===== src/rtl/scan_pkg.sv =====
// Shared types for the framed channel scanner: FSM states and index-width helper.
package scan_pkg;

    typedef enum logic [1:0] {
        IDLE = 2'd0,
        SLOT = 2'd1,
        HOLD = 2'd2
    } state_t;

    // Index must hold 0 (start slot) through n (last channel).
    function automatic int idx_w(input int n);
        return (n < 1) ? 1 : $clog2(n + 1);
    endfunction

endpackage


===== src/rtl/tick_edge_sync.sv =====
// Brings the slow pacing signal into the clk_in domain and turns its edges into 1-cycle events.
module tick_edge_sync #(
    parameter bit TICK_BOTH = 1'b1
) (
    input  logic clk_in,
    input  logic reset,
    input  logic time_tick,
    output logic tick_ev
);

    logic s1;
    logic s2;
    logic s3;

    always_ff @(posedge clk_in or negedge reset) begin
        if (!reset) begin
            s1 <= 1'b0;
            s2 <= 1'b0;
            s3 <= 1'b0;
        end else begin
            s1 <= time_tick;
            s2 <= s1;
            s3 <= s2;
        end
    end

    assign tick_ev = TICK_BOTH ? (s2 ^ s3) : (s2 & ~s3);

endmodule


===== src/rtl/scan_select.sv =====
// Tick-paced framed scanner: snapshots all channels at frame start and presents
// a start slot followed by channels 1..N_CH over a valid/ready handshake.
module scan_select
    import scan_pkg::*;
#(
    parameter  int N_CH      = 16,
    parameter  int DATA_W    = 1,
    parameter  bit TICK_BOTH = 1'b1,
    localparam int IDX_W     = idx_w(N_CH)
) (
    input  logic                   clk_in,
    input  logic                   reset,
    input  logic [N_CH*DATA_W-1:0] in,
    input  logic                   time_tick,
    input  logic                   mode_cont,
    input  logic                   trig,
    input  logic                   ovr_clr,
    output logic [DATA_W-1:0]      out_data,
    output logic [IDX_W-1:0]       out_idx,
    output logic                   out_start,
    output logic                   out_valid,
    input  logic                   out_ready,
    output logic                   busy,
    output logic                   overrun
);

    localparam logic [IDX_W-1:0] LAST = IDX_W'(N_CH);

    state_t                   state;
    logic                     armed;
    logic [N_CH*DATA_W-1:0]   snapshot;
    logic                     tick_ev;
    logic                     xfer;
    logic                     at_last;
    logic                     step_ok;
    logic                     frame_go;

    tick_edge_sync #(
        .TICK_BOTH(TICK_BOTH)
    ) u_tick (
        .clk_in   (clk_in),
        .reset    (reset),
        .time_tick(time_tick),
        .tick_ev  (tick_ev)
    );

    function automatic logic [DATA_W-1:0] chan(input logic [N_CH*DATA_W-1:0] snap,
                                               input logic [IDX_W-1:0] k);
        logic [N_CH*DATA_W-1:0] sh;
        sh = snap >> (DATA_W * (int'(k) - 1));
        return sh[DATA_W-1:0];
    endfunction

    assign xfer    = out_valid & out_ready;
    assign at_last = (out_idx == LAST);
    // A tick that coincides with acceptance advances just as it would from HOLD.
    assign step_ok = tick_ev && ((state == HOLD) || (state == SLOT && xfer));
    assign frame_go = (tick_ev && state == IDLE && (mode_cont || armed || trig))
                    || (step_ok && at_last && mode_cont);

    always_ff @(posedge clk_in or negedge reset) begin
        if (!reset) begin
            state     <= IDLE;
            armed     <= 1'b0;
            snapshot  <= '0;
            out_data  <= '0;
            out_idx   <= '0;
            out_start <= 1'b0;
            out_valid <= 1'b0;
            busy      <= 1'b0;
            overrun   <= 1'b0;
        end else begin
            // A fresh overrun wins over a simultaneous clear.
            if (ovr_clr) overrun <= 1'b0;
            if (state == SLOT && tick_ev && !xfer) overrun <= 1'b1;

            if (frame_go) begin
                snapshot  <= in;
                out_idx   <= '0;
                out_data  <= '0;
                out_start <= 1'b1;
                out_valid <= 1'b1;
                armed     <= 1'b0;
                busy      <= 1'b1;
                state     <= SLOT;
            end else if (step_ok && !at_last) begin
                out_idx   <= out_idx + IDX_W'(1);
                out_data  <= chan(snapshot, out_idx + IDX_W'(1));
                out_start <= 1'b0;
                out_valid <= 1'b1;
                state     <= SLOT;
            end else if (step_ok) begin
                out_idx   <= '0;
                out_data  <= '0;
                out_start <= 1'b0;
                out_valid <= 1'b0;
                busy      <= 1'b0;
                state     <= IDLE;
            end else begin
                case (state)
                    IDLE: if (trig) armed <= 1'b1;
                    SLOT: if (xfer) begin
                        out_valid <= 1'b0;
                        state     <= HOLD;
                    end
                    default: ;
                endcase
            end
        end
    end

endmodule

===== config.mk =====
export PLATFORM = sky130hd
export DESIGN_NAME = scan_select
export DESIGN_NICKNAME = d
export VERILOG_FILES = /design/src/rtl/scan_pkg.sv /design/src/rtl/tick_edge_sync.sv /design/src/rtl/scan_select.sv
export SDC_FILE = /design/constraint.sdc
export NUM_CORES = 1
export LEC_CHECK = 0
export ABC_AREA = 1
export ABC_CLOCK_PERIOD_IN_PS = 2700
export BUFFER_PORTS_ARGS = -buffer_cell sky130_fd_sc_hd__buf_2
export CAP_MARGIN = 10
export CORE_AREA = 2 2 56 68
export CTS_CLUSTER_SIZE = 10
export DETAILED_ROUTE_END_ITERATION = 16
export DIE_AREA = 0 0 58 70
export PLACE_DENSITY = 0.76
export SKIP_LAST_GASP = 1
export SLEW_MARGIN = 20
export SYNTH_ARGS = -nofsm -noshare
export SYNTH_HDL_FRONTEND = slang
export SYNTH_SLANG_ARGS = --single-unit

===== constraint.sdc =====
create_clock -name clk_in -period 2.7 [get_ports clk_in]
set_input_delay 0.27 -clock clk_in [delete_from_list [all_inputs] [get_ports clk_in]]
set_output_delay 0.27 -clock clk_in [all_outputs]
set_load 0.1 [all_outputs]

# Word level (Yosys, flattened, before mapping)

Index checks and enable logic that the tools add are counted.
W data, S select, Z words.

Register bits: 32
Output and inout port bits: 10
Input bits: 23
Logic and storage cells: 75

Muxes and demuxes: 27
Add/sub/neg operators: 2
Eq/ne operators: 5
Shift-type cells: 1
Bitwise gates (word level): 2
Reductions and logical operators: 26

Operators with widths:

| operator              | count |
|---|---|
| $shr A16 B32 Y1       | 1 |
| $mux W1               | 19 |
| $mux W5               | 3 |
| $mux W2               | 5 |
| $logic_and A1 B1 Y1   | 9 |
| $reduce_bool A2 Y1    | 4 |
| $reduce_bool A4 Y1    | 2 |
| $sub A5 B1 Y6 const B | 1 |
| $add A5 B1 Y5 const B | 1 |
| $eq A5 B5 Y1 const B  | 1 |
| $logic_or A1 B1 Y1    | 4 |
| $reduce_and A2 Y1     | 2 |
| $reduce_and A4 Y1     | 1 |
| $reduce_bool A3 Y1    | 1 |
| $eq A2 B1 Y1 const B  | 1 |
| $eq A2 B2 Y1 const B  | 1 |
| $logic_not A1 Y1      | 2 |
| $logic_not A2 Y1      | 1 |
| $ne A2 B1 Y1 const B  | 1 |
| $ne A2 B2 Y1 const B  | 1 |
| $and A1 B1 Y1         | 1 |
| $xor A1 B1 Y1         | 1 |

# Depth between registers and ports, before layout

Gate-level depths: netlist (run 1).

Word-level depth: 9
Depth in mapped cells: 13
Gate-level depth less buffers: 13

# Hierarchy

From an unflattened synthesis (run 1), not the netlist that was laid out.

Cell total of the unflattened synthesis: 210
Area total of the unflattened synthesis: 1646.6 µm²

By module, submodules not included:

| module         | instances | seq. area each (µm²) | area each (µm²) | cells each |
|---|---|---|---|---|
| scan_select    | 1         | 725.7                | 1552.7          | 202 |
| tick_edge_sync | 1         | 75.1                 | 93.8            | 8 |

# Worst setup path before layout (run 1)

No wires, ideal clock.

Kind: register -> register
Start: register out_idx[0]
End: register out_data
Path buffers: 0
Slack: 0.171 ns
Setup time: 0.120 ns
Data arrival time: 2.409 ns
Stages on the path, launching flop included: 13
Path through: dfrtp_1 inv_1 ha_1 nor2_1 nand2_1 nor2_1 nand2_2 nand2_1 nand2_1 nand3_1 nand3_1 nand3_1 nand2_1

Word-level cells in the longest chain between the ends: 5

RTL lines:

| element                                       | RTL line                             | RTL |
|---|---|---|
| start, declared                               | scan_select.sv:19                    | `output logic [IDX_W-1:0] out_idx,` |
| start signal, assigned                        | scan_select.sv:87                    | `out_idx <= out_idx + IDX_W'(1);` |
| $add A5 B1 Y5 or $eq A5 B5 Y1 (tied branches) | scan_select.sv:88, scan_select.sv:55 |  |
| $sub A5 B1 Y6 (tied with other cells)         | scan_select.sv:50                    | `sh = snap >> (DATA_W * (int'(k) - 1));` |
| $shr A16 B32 Y1 (tied with other cells)       | scan_select.sv:50                    |  |
| $mux W1 or $logic_or A1 B1 Y1 (tied branches) | scan_select.sv:86, scan_select.sv:59 |  |
| $mux W1 or $reduce_bool A3 Y1 (tied branches) | n/a                                  |  |
| end signal, assigned                          | scan_select.sv:88                    | `out_data <= chan(snapshot, out_idx + IDX_W'(1));` |
| end, declared                                 | scan_select.sv:18                    | `output logic [DATA_W-1:0] out_data,` |

Parallel ways exist; a longest one is shown, timed or not.
A chain may end at the register's enable or synchronous reset.

# Final worst setup path (run 1)

Same ends and word-level chain as after synthesis.

==> flow_summary.yaml, run 1 <==
clock_network:
  root_buffer: "clkbuf_8"
  cts.clk_slew.worst_paths_ps: 70
  clk_latency_ps: 280
  cts-buffers-inserted: 5
  post_cts_buffers: 0
  cts_tree: "yes"
  cts_buffer_depth: 2
  cts_hold_repair.buffers: 0
  cts_sinks: 32
  htreeDepth: 2
  cts_resized: 0
synth:
  yosys_warnings: 0
  async_flop_share: 1.00
  yosys.area.top_type_share: 0.494
  yosysUniqueCellTypes: 27
  ys_seq_elements: 32
  synthFlopType: "dfrtp_1"
  ys_seq_area_frac: 0.494
  syn-cell-area_um2: 1620
  yosys-top-cells-count: "90 x nand2_1, 32 x dfrtp_1, 23 x inv_1, 15 x nand3_1, 7 x nor2_1"
  synth_top_area_cell: "dfrtp_1"
  synth.most_common_cell: "nand2_1"
  synth_cells: 207
  syn-num-nets: 232
  synth.avg_cell_area_um2: 7.83
  ys_top_cells_by_area: "dfrtp_1 49%, nand2_1 21%, inv_1 5.3%"
  synth_edf_count: 0
timing:
  hold_slack_ps: 23.1
  fin_setup_tns_ps: 0
  tightestPinTransition_ps: 677
  finalHoldViolCount: 0
  finalCriticalPeriod_ps: 1870
  finalCritPeriodShare: 0.691
  rsz0062_at_grt: "false"
  final_max_slew_viol_count: 0
  setup_viol: 0
  slew_headroom: 0.549
  fmax_ghz: 0.536
  fin_skew_ps: 7.53
grt:
  track_usage: 0.184
  grt-ovfl-total: 0
  grt_start_max_net_pins: 33
  grt_pass1_wl_um: 5710
  antenna_found_initial: 0
  grt_pass1_vias: 1342
setup_path:
  worst-setup-path-type: "reg2reg"
  crit_required_ps: 2870
  start_kind: "flip-flop"
  rrSetupSlack_ps: 830
  arrival_ps: 2040
  rr_startpoint: "out_idx[0]$_DFFE_PN0P_"
  worst-path-max-fanout: 8
  endpoint_kind: "flip-flop"
  r2r_cells: 12
  r2r_end: "out_data$_DFFE_PN0P_"
cells_and_area:
  finish.utilization: 0.557
  register_area_um2: 801
  area_growth_pct: 19.7
  drive_gt1_frac: 0.224
  antenna_cells: 0
  stdcell_count: 284
  nets: 269
  nFillCells: 355
  multi_input_area_um2: 699
drt:
  drc_errors: 0
  finalWirelength_um: 3290
  vias: 1420
  drt-vias-per-instance: 5.00
  ant_nets: 0
  first_pass_iters: 4
  wl_per_cell_um: 11.6
  drt_iter0_drc: 80
die:
  start_util: 0.465
  num_io_pins: 33
  die-area_um2: 4060
  die_h_um: 70
  rows: 24
  coreArea_um2: 3480
  dieWidth_um: 58
min_path:
  hp-class: "in2async"
run:
  maxCapViolations: 0
place:
  port_buffers: 32
  finalWeightedCongestion: 0.875
  dp_cells: 276
  dp_hpwl_um: 2470
power:
  switching_share: 0.478
  internal_power_mw: 1.30
  seq_power_share: 0.321
  power.switching_mw: 1.19
  p_per_area_nw_per_um2: 1290
  clockPowerShare: 0.196
  leakage_nw: 1.09
  peakVddDrop_v: 0.000975
  combPwrFrac: 0.482
run_status:
  status: "finished clean"
-- worst max path at each step --
stage | start | to | cells past startpoint
floorplan | out_idx[0]$_DFFE_PN0P_ | out_data$_DFFE_PN0P_ | 12
detailed placement | out_idx[0]$_DFFE_PN0P_ | out_data$_DFFE_PN0P_ | 12
finish | out_idx[0]$_DFFE_PN0P_ | out_data$_DFFE_PN0P_ | 12
global placement | out_idx[1]$_DFFE_PN0P_ | out_data$_DFFE_PN0P_ | 12
CTS | out_idx[0]$_DFFE_PN0P_ | out_data$_DFFE_PN0P_ | 12
global route | out_idx[1]$_DFFE_PN0P_ | out_data$_DFFE_PN0P_ | 12
-- cells by family (layout without fill, tap and decap cells) --
group	after synthesis	after routing	share of synthesized area
flops	32	32	0.494
fa+ha+maj	2	2	0.0154
compound gates	20	20	0.0749
xor+xnor	2	2	0.0154
buf+inv	28	66	0.0741
simple gates	123	123	0.326
-- routing by layer --
layer	wire length, um	global-route usage	vias to the layer above
met5	0	0	-
met4	80	0.0801	0
met3	135	0.0481	8
met2	1680	0.306	34
met1	1390	0.219	656
li1	-	-	722
-- flip-flops by register name, indices dropped and copies added, names as in the netlist --
| name | count |
|---|---|
| busy | 1 |
| out_idx | 5 |
| snapshot | 16 |
| state | 2 |
| out_start | 1 |
| out_data | 1 |
| u_tick.s1 | 1 |
| overrun | 1 |
| u_tick.s3 | 1 |
| out_valid | 1 |
| u_tick.s2 | 1 |
| armed | 1 |
-- critical path: stages, from the launching register on --
cell	delay, ps
dfrtp_1	370
inv_1	170
ha_1	310
nor2_1	120
nand2_1	90
nor2_1	130
nand2_2	120
nand2_1	90
nand2_1	60
nand3_1	90
nand3_1	80
nand3_1	70
nand2_1	50
-- layout make-up --
class,instances,area share
timing repair buffer,33,0.0865
clock inverter,1,0.0155
clock buffer,7,0.0497
multi-input combinational,147,0.361
sequential,32,0.413
tap,39,0.0252
inverter,25,0.0497
-- per-stage QoR --
| step | cell area [um^2] | total power, mW | worst slack (ps) |
|---|---|---|---|
| floorplan | 1620 | 1.78 | 171 |
| global placement | 1810 | 2.00 | 871 |
| detailed placement | 1810 | 2.02 | 868 |
| CTS | 1940 | 2.51 | 843 |
| global route | 1940 | 2.69 | 609 |
| finish | 1940 | 2.50 | 834 |
-- power by group through the flow --
stage	Sequential, mW	Combinational, mW	Clock, mW
floorplan	1.15	0.623	0
global placement	0.807	1.19	0
detailed placement	0.809	1.21	0
CTS	0.802	1.21	0.497
global route	0.823	1.34	0.523
finish	0.802	1.20	0.490
-- cell usage in the layout, fill, tap and decap left out --
master / instances
nor2_2: 1
clkbuf_8: 7
nor2_1: 7
nand2_1: 90
ha_1: 2
o21ai_1: 2
nand2_4: 1
nand3_2: 1
bufinv_16: 1
o311ai_2: 1
inv_4: 1
a22oi_1: 1
o21ai_0: 6
buf_4: 1
inv_1: 23
nand4_2: 1
nor2_4: 1
xor2_2: 1
buf_2: 32
nand2_2: 4
inv_2: 1
a21oi_1: 6
o22ai_1: 3
o21ai_2: 1
nand4_1: 2
dfrtp_1: 32
xor2_1: 1
nand3_1: 15
Note: power is estimated with default switching activity, not from simulation.
==> run 2, diff against run 1 <==
- ABC_CLOCK_PERIOD_IN_PS: 2700 -> 1900
- clock period: 2.7 -> 1.9 ns (I/O delays scaled with it)
==> flow_summary.yaml, run 2 (same netlist as run 1, synthesis figures left out) <==
timing:
  fin_skew_ps: 4.34
  finalCriticalPeriod_ps: 1770
  finalCritPeriodShare: 0.932
  fmax_ghz: 0.564
  tightestPinTransition_ps: 682
  finalHoldViolCount: 0
  fin_ws_ps: 128
  rsz0062_at_grt: "false"
  slew_headroom: 0.545
  setup_viol: 0
  final_max_slew_viol_count: 0
  fin_setup_tns_ps: 0
cells_and_area:
  area_growth_pct: 22.7
  largest_reg_flops: 16
  nets: 275
  largestRegisters: "snapshot x16, out_idx x5, state x2"
  final_common_cell: "nand2_1"
  nFillCells: 334
  layout_common_cells: "90 x nand2_1, 32 x buf_2, 26 x dfrtp_1"
  antenna_cells: 0
  drive_gt1_frac: 0.275
  regMostFlops: "snapshot"
die:
  coreArea_um2: 3480
  rows: 24
  die_h_um: 70
  start_util: 0.465
  dieWidth_um: 58
  die-area_um2: 4060
  num_io_pins: 33
clock_network:
  cts_sinks: 32
  cts_tree: "yes"
  htreeDepth: 2
  cts.clk_slew.worst_paths_ps: 70
  clk_latency_ps: 280
  cts_buffer_depth: 2
  root_buffer: "clkbuf_8"
  cts-buffers-inserted: 5
grt:
  grt_pass1_vias: 1347
  track_usage: 0.177
  grt_start_max_net_pins: 33
  grt-ovfl-total: 0
  antenna_found_initial: 0
  grt_pass1_wl_um: 5540
place:
  finalWeightedCongestion: 0.839
  port_buffers: 32
  dp_hpwl_um: 2440
  pre_cts_slack_ps: 76.2
setup_path:
  cp_cell_sequence: "ha_1 -> nand2_1 -> inv_1 -> nand3_1 -> nand2_1 -> inv_1 -> nand2_4 -> nand2_1 -> nand2_1 -> nand3_1 -> nand3_1 -> nand3_1 -> nand2_1"
  crit_required_ps: 2080
  worst-setup-path-type: "reg2reg"
  rrSetupSlack_ps: 130
  endpoint_kind: "flip-flop"
  path_delay_family: "simple AND/OR/NAND/NOR gates"
  cpMostUsedCell: "nand2_1"
  cpPeakStageDelay_ps: 520
  cpMaxStageDelayCell: "dfrtp_4"
  critPathBufInv: 2
  arrival_ps: 1950
  worst-path-max-fanout: 8
  start_kind: "flip-flop"
power:
  leakage_nw: 1.10
  clockPowerShare: 0.146
  combPwrFrac: 0.516
  power.switching_mw: 1.71
  internal_power_mw: 1.73
  peakVddDrop_v: 0.00152
  switching_share: 0.498
  p_per_area_nw_per_um2: 1730
  seq_power_share: 0.338
drt:
  finalWirelength_um: 3200
  top_layer: "met4"
  drt_iter0_drc: 49
  first_pass_iters: 5
  met3_length_um: 138
  drc_errors: 0
  wl_per_cell_um: 11.0
  wl_met2_um: 1640
  drt-met1-wl_um: 1350
  ant_nets: 0
  vias: 1428
  drt-vias-per-instance: 4.92
min_path:
  hp-class: "in2reg"
run:
  maxCapViolations: 0
run_status:
  status: "finished clean"
## run 2: changes by cell type in the layout (fill, tap and decap cells not counted), sizes merged
cell,before,now
buf,33,37
clkinv,0,3
bufinv,1,0
dlygate4sd3,0,2
clkbuf,7,5
## run 2: worst paths after layout
check                      cells after the start                   start                     end
max reg2reg                                   13  out_idx[0]$_DFFE_PN0P_    out_data$_DFFE_PN0P_
min reg2reg                                    0     u_tick.s1$_DFF_PN0_     u_tick.s2$_DFF_PN0_
max                                           13  out_idx[0]$_DFFE_PN0P_    out_data$_DFFE_PN0P_
min                                            2                 ovr_clr     overrun$_DFFE_PN0P_
max in group asynchronous                      2                   reset  out_idx[1]$_DFFE_PN0P_
min in group asynchronous                      2                   reset     u_tick.s1$_DFF_PN0_
## run 2: power groups by stage
stage,logic [mW],registers [mW],clock network (mW)
2_1_floorplan,0.907,1.66,0
3_3_place_gp,1.72,1.16,0
3_5_place_dp,1.75,1.17,0
4_1_cts,1.75,1.16,0.523
5_1_grt,1.97,1.19,0.557
6_report,1.78,1.16,0.503
## run 2: area by class of cell
class                   instances  area [um^2]  area share
multi-input cells             147          719       0.362
inverters                      25          101      0.0510
flip-flops and latches         32          813       0.409
repair buffers                 39          218       0.110
clock buffers                   5         68.8      0.0346
clock inverters                 3         18.8     0.00944
well taps                      39         48.8      0.0245
## run 2: routing by layer
layer,track usage,vias up
li1,-,738
met1,0.208,649
met2,0.299,36
met3,0.0407,5
met4,0.0801,0
met5,0,-
## run 2: what timing repair did
item,in CTS,in global routing
buffers inserted,0,2
gates resized for setup,0,5
endpoints found under the hold margin,32,1
setup endpoints to repair,0,1
hold buffers,1,1
## run 2: worst register-to-register path, stage by stage, from the launching register on
cell and delay [ps]:
dfrtp_4 520, ha_1 230, nand2_1 110, inv_1 80, nand3_1 70, nand2_1 50, inv_1 110, nand2_4 90
nand2_1 70, nand2_1 50, nand3_1 80, nand3_1 70, nand3_1 80, nand2_1 50
## run 2: through the flow
step / util / hold WS [ps] / instance area (um^2) / total power, mW / instances
after floorplan: - / -106 / 1650 / 2.56 / 207
after global placement: 0.532 / 268 / 1850 / 2.88 / 278
after detailed placement: 0.532 / 272 / 1850 / 2.92 / 278
after CTS: 0.560 / 3.35 / 1950 / 3.43 / 287
after global routing: 0.571 / 97.2 / 1990 / 3.73 / 290
final: 0.571 / 87.5 / 1990 / 3.44 / 290
